[src/rtl/de_issue_ctrl_pkg.sv]
// rtl/de_issue_ctrl_pkg.sv - shared types and defaults for the decode issue controller
package de_issue_ctrl_pkg;
  localparam int REGNO_BITS_DEF = 5;
  localparam int CNT_BITS_DEF   = 2;

  typedef enum logic {
    RUN   = 1'b0,
    FLUSH = 1'b1
  } state_t;
endpackage

[src/rtl/de_issue_ctrl_sb_counter.sv]
// rtl/de_issue_ctrl_sb_counter.sv - saturating up/down pending-write counter for one register
module sb_counter #(
  parameter int CNT_BITS = 2
) (
  input  logic                clk,
  input  logic                reset,
  input  logic                inc,
  input  logic                dec,
  output logic [CNT_BITS-1:0] count,
  output logic                zero,
  output logic                max,
  output logic                err
);
  assign zero = (count == '0);
  assign max  = (count == '1);
  // Simultaneous inc and dec cancel and are never an error.
  assign err  = (dec && !inc && zero) || (inc && !dec && max);

  always_ff @(posedge clk or negedge reset) begin
    if (!reset) begin
      count <= '0;
    end else if (inc && !dec && !max) begin
      count <= count + CNT_BITS'(1);
    end else if (dec && !inc && !zero) begin
      count <= count - CNT_BITS'(1);
    end
  end
endmodule

[src/rtl/de_issue_ctrl.sv]
// rtl/de_issue_ctrl.sv - decode issue controller: register scoreboard, hazard check, flush sequencer
module de_issue_ctrl
  import de_issue_ctrl_pkg::*;
#(
  parameter int NUM_REGS     = 32,
  parameter int REGNO_BITS   = REGNO_BITS_DEF,
  parameter int CNT_BITS     = CNT_BITS_DEF,
  parameter int FLUSH_CYCLES = 2
) (
  input  logic                  clk,
  input  logic                  reset,
  input  logic                  de_valid,
  input  logic                  de_use_rs1,
  input  logic                  de_use_rs2,
  input  logic [REGNO_BITS-1:0] de_rs1,
  input  logic [REGNO_BITS-1:0] de_rs2,
  input  logic                  de_wr_reg,
  input  logic [REGNO_BITS-1:0] de_rd,
  input  logic                  wb_wr_reg,
  input  logic [REGNO_BITS-1:0] wb_wregno,
  input  logic                  br_mispred_agex,
  output logic                  issue_de,
  output logic                  stall_de,
  output logic                  flushing,
  output logic [NUM_REGS-1:0]   pending_mask,
  output logic                  sb_err
);
  localparam int FC_BITS = (FLUSH_CYCLES > 1) ? $clog2(FLUSH_CYCLES) : 1;
  localparam logic [FC_BITS-1:0] FC_LOAD = FC_BITS'(FLUSH_CYCLES - 1);

  state_t              state, state_nx;
  logic [FC_BITS-1:0]  fcnt, fcnt_nx;
  logic [CNT_BITS-1:0] cnt [NUM_REGS];
  logic [NUM_REGS-1:0] inc, dec, zero_v, max_v, err_v;
  logic                wb_rs1, wb_rs2, wb_rd, raw_hazard, sat_hazard;

  assign cnt[0]    = '0;
  assign inc[0]    = 1'b0;
  assign dec[0]    = 1'b0;
  assign zero_v[0] = 1'b1;
  assign max_v[0]  = 1'b0;
  assign err_v[0]  = 1'b0;

  for (genvar i = 1; i < NUM_REGS; i++) begin : g_sb
    assign inc[i] = issue_de && de_wr_reg && (de_rd == REGNO_BITS'(i));
    assign dec[i] = wb_wr_reg && (wb_wregno == REGNO_BITS'(i));
    sb_counter #(.CNT_BITS(CNT_BITS)) u_cnt (
      .clk   (clk),
      .reset (reset),
      .inc   (inc[i]),
      .dec   (dec[i]),
      .count (cnt[i]),
      .zero  (zero_v[i]),
      .max   (max_v[i]),
      .err   (err_v[i])
    );
  end

  assign pending_mask = ~zero_v;

  // A same-cycle WB retire of the last writer clears the hazard: the regfile writes on negedge.
  always_comb begin
    wb_rs1     = wb_wr_reg && (wb_wregno == de_rs1);
    wb_rs2     = wb_wr_reg && (wb_wregno == de_rs2);
    wb_rd      = wb_wr_reg && (wb_wregno == de_rd);
    raw_hazard = (de_use_rs1 && (de_rs1 != '0) && (cnt[de_rs1] > CNT_BITS'(wb_rs1))) ||
                 (de_use_rs2 && (de_rs2 != '0) && (cnt[de_rs2] > CNT_BITS'(wb_rs2)));
    sat_hazard = de_wr_reg && (de_rd != '0) && max_v[de_rd] && !wb_rd;
  end

  always_ff @(posedge clk or negedge reset) begin
    if (!reset) begin
      state <= RUN;
      fcnt  <= '0;
    end else begin
      state <= state_nx;
      fcnt  <= fcnt_nx;
    end
  end

  always_comb begin
    state_nx = state;
    fcnt_nx  = fcnt;
    case (state)
      RUN: begin
        if (br_mispred_agex) begin
          state_nx = FLUSH;
          fcnt_nx  = FC_LOAD;
        end
      end
      FLUSH: begin
        if (br_mispred_agex) begin
          fcnt_nx = FC_LOAD;
        end else if (fcnt == '0) begin
          state_nx = RUN;
        end else begin
          fcnt_nx = fcnt - FC_BITS'(1);
        end
      end
      default: state_nx = RUN;
    endcase
  end

  always_comb begin
    issue_de = reset && de_valid && (state == RUN) && !br_mispred_agex &&
               !raw_hazard && !sat_hazard;
    stall_de = reset && ((de_valid && !issue_de) || (state == FLUSH) || br_mispred_agex);
    flushing = reset && (state == FLUSH);
  end

  always_ff @(posedge clk or negedge reset) begin
    if (!reset) begin
      sb_err <= 1'b0;
    end else if (|err_v) begin
      sb_err <= 1'b1;
    end
  end
endmodule

[config.mk]
export PLATFORM = sky130hd
export DESIGN_NAME = de_issue_ctrl
export DESIGN_NICKNAME = d
export VERILOG_FILES = /design/src/rtl/de_issue_ctrl_pkg.sv /design/src/rtl/de_issue_ctrl_sb_counter.sv /design/src/rtl/de_issue_ctrl.sv
export SDC_FILE = /design/constraint.sdc
export NUM_CORES = 1
export LEC_CHECK = 0
export BUFFER_PORTS_ARGS = -buffer_cell sky130_fd_sc_hd__buf_2
export CORE_MARGIN = 4
export CORE_UTILIZATION = 40
export DETAILED_ROUTE_END_ITERATION = 8
export MAX_ROUTING_LAYER = met4
export PLACE_DENSITY = 0.62
export SLEW_MARGIN = 10
export SYNTH_ARGS = -nofsm -noshare
export SYNTH_HDL_FRONTEND = slang
export SYNTH_SLANG_ARGS = --single-unit
[constraint.sdc]
create_clock -name clk -period 4.8 [get_ports clk]
set_input_delay 0.48 -clock clk [delete_from_list [all_inputs] [get_ports clk]]
set_output_delay 0.48 -clock clk [all_outputs]
set_load 0.01 [all_outputs]
==> results.json <==
{
  "n_antenna_cell": 0,
  "synth_flop_cell": "dfrtp_1",
  "hp-class": "in -> async",
  "hold_buffers": 0,
  "cts_tree": "done",
  "dp_worst_setup_slack_ns": 0.121,
  "area_delta_synth_final_pct": 13.6,
  "synth-warning-count": 0,
  "num_io_pins": 64,
  "grt.total_usage": 0.283,
  "reg2regPathDepth": 14,
  "hold_viol": 0,
  "clock-sinks": 65,
  "async_flop_share": 1.00,
  "cp.arrival_ns": 3.97,
  "layout.cells.non_filler": 1011,
  "synth_seq_area_share": 0.264,
  "cts-root-buf": "clkbuf_16",
  "r2r_end": "sb_err$_DFFE_PN0P_",
  "cp_top_family": "multiplexers",
  "ff2ff_setup_slack_ns": 0.42,
  "die_y_um": 132,
  "insertion_delay_ns": 0.35,
  "cp-start-kind": "flop",
  "cp_num_buf_inv": 3,
  "synth_area_um2": 6160,
  "cp.required_ns": 4.32,
  "final_common_cell": "nor2_1",
  "cp_num_cells": 13,
  "rsz0062_at_grt": "no",
  "endpoint": "issue_de",
  "grt_pass1_wl_mm": 36.7,
  "syn_avg_cell_area_um2": 8.13,
  "place.gp.congestion": 1.06,
  "via_per_inst": 6.44,
  "syn_inst": 758,
  "drtIter0Drc": 864,
  "critPathLaunch": "g_sb[30].u_cnt.count[0]$_DFFE_PN0P_",
  "dp.cells": 995,
  "finClkSkew_ns": 0.00864,
  "rows": 45,
  "ys_types": 73,
  "clk_path_buf_depth": 2,
  "grt_max_degree": 44,
  "slowest_delay_ns": 0.51,
  "die-width_um": 132,
  "drt-pass1-iter-count": 6,
  "num_vias": 6507,
  "synth_edf_count": 0,
  "irDropWorstVdd_mv": 0.160,
  "fin_crit_sh": 0.928,
  "post-cts-setup-buffers": 0,
  "grt_pass1_vias": 6004,
  "finalCriticalPeriod_ns": 4.45,
  "p_per_area_nw_per_um2": 250,
  "path_cells": "mux4_2 -> mux4_2 -> mux2i_1 -> ha_1 -> nor2_1 -> o211ai_2 -> nand4_1 -> a221o_1 -> nor2_4 -> buf_4 -> and2_1 -> buf_4 -> buf_2",
  "tns_ns": 0,
  "setup_viol": 0,
  "relSlewSlack": 0.459,
  "wl_per_cell_um": 23.8,
  "die-area_um2": 17500,
  "grt-ovfl-total": 0,
  "power.total_w": 0.00175,
  "hpwlAfterDp_mm": 18.9,
  "synth_seq_cells": 65,
  "worstSetupPathType": "reg -> out",
  "htreeDepth": 3,
  "cpMaxStageDelayCell": "mux4_2",
  "drt_wl_total_mm": 24.1,
  "worst_pin_slew_ns": 0.800,
  "drive_gt1_frac": 0.222,
  "fin_nets": 848,
  "cts-buffers-inserted": 9,
  "core_area_um2": 15100,
  "setup_slack_ns": 0.347,
  "drc_errors": 0,
  "start_util": 0.407,
  "final_cell_mix": "nor2_1, nand2_1, dfrtp_1, buf_2, a21oi_1",
  "antenna_left": 0,
  "synth_nets": 788,
  "clk_pin_slew_ns": 0.06,
  "cts-resized-gates": 0,
  "path_max_fanout": 14,
  "p_leak_nw": 2.86,
  "max-cap-violations": 0,
  "max_freq_mhz": 225,
  "run_status": "finished, final reports clean",
  "antenna_found_initial": 0,
  "port_buffers": 62,
  "timing.rr.start": "g_sb[30].u_cnt.count[0]$_DFFE_PN0P_",
  "maxSlewViolCount": 0,
  "endpoint_kind": "output port"
}
## cell type report
| class | instances | area, µm² |
|---|---|---|
| fill | 1518 | 8150 |
| multi-input combinational | 617 | 4170 |
| sequential | 65 | 1630 |
| timing repair buffer | 92 | 536 |
| clock buffer | 10 | 239 |
| tap | 188 | 235 |
| inverter | 33 | 124 |
| clock inverter | 6 | 67.6 |
## synth_stat cells, types with 4 or more instances
cell type,count,area (µm²)
nor4_1,11,68.8
nor3_1,24,120
a21oi_1,48,240
o2111ai_1,5,43.8
nand4_1,17,106
or3_1,10,62.6
a211oi_1,20,150
buf_2,16,80.1
or2_2,27,169
xor2_1,13,114
a22oi_1,5,37.5
nand3b_1,8,60.1
o21ai_0,40,200
o21a_1,24,180
o21bai_1,4,30.0
inv_1,33,124
a21boi_0,9,67.6
nand2b_1,13,81.3
clkbuf_1,12,45.0
buf_1,5,18.8
a31oi_1,9,56.3
a21o_1,4,30.0
mux2i_1,16,160
nand2_1,67,251
buf_4,4,30.0
a31o_2,4,35.0
dfrtp_1,65,1630
nor2_1,93,349
mux4_2,30,676
buf_6,6,67.6
and2_1,7,43.8
nand3_1,26,130
nor3b_1,8,60.1
nor2b_1,19,119
## where the power goes
part	switching, W	internal (W)
Sequential	0.0000879	0.000586
Combinational	0.000223	0.000167
Clock	0.000272	0.000417
## sequential cells by signal, summed over array words and instances, names as in the netlist
signal,cells
fcnt,1
g_sb.u_cnt.count,62
sb_err,1
state,1
## stage by stage
stage	hold WS (ns)	util	instance area, µm²
after detailed placement	0.468	0.442	6690
after global routing	0.300	0.462	7000
after CTS	0.286	0.462	7000
after global placement	0.463	0.442	6690
after floorplan	0.184	-	6160
final	0.260	0.462	7000
## worst min path at each step
stage,to,depth (start not counted)
2_1_floorplan,fcnt$_DFFE_PN0P_,0
3_3_place_gp,state$_DFF_PN0_,1
3_5_place_dp,state$_DFF_PN0_,1
4_1_cts,g_sb[26].u_cnt.count[1]$_DFFE_PN0P_,2
5_1_grt,g_sb[18].u_cnt.count[0]$_DFFE_PN0P_,2
6_report,g_sb[18].u_cnt.count[0]$_DFFE_PN0P_,2
## layer usage
layer | share of wire | GRT usage | vias up
met4 | 0.034 | 0.109 | 0
li1 | - | - | 2921
met5 | 0 | - | -
met3 | 0.10 | 0.0576 | 69
met2 | 0.43 | 0.406 | 407
met1 | 0.44 | 0.392 | 3110
## cells by family (layout without fill, tap and decap cells)
kind of cell,count (synthesis),count (layout),share of synthesized area
and+or+nand+nor,344,344,0.284
adders and majority gates,2,2,0.00406
AOI/OAI and AO/OA,204,204,0.222
buffers and inverters,76,141,0.0593
muxes,50,50,0.143
DFF,65,65,0.264
xor gates and xnor gates,16,16,0.0227
other,1,1,0.000608
No activity file was read; power rests on OpenSTA's default activity.
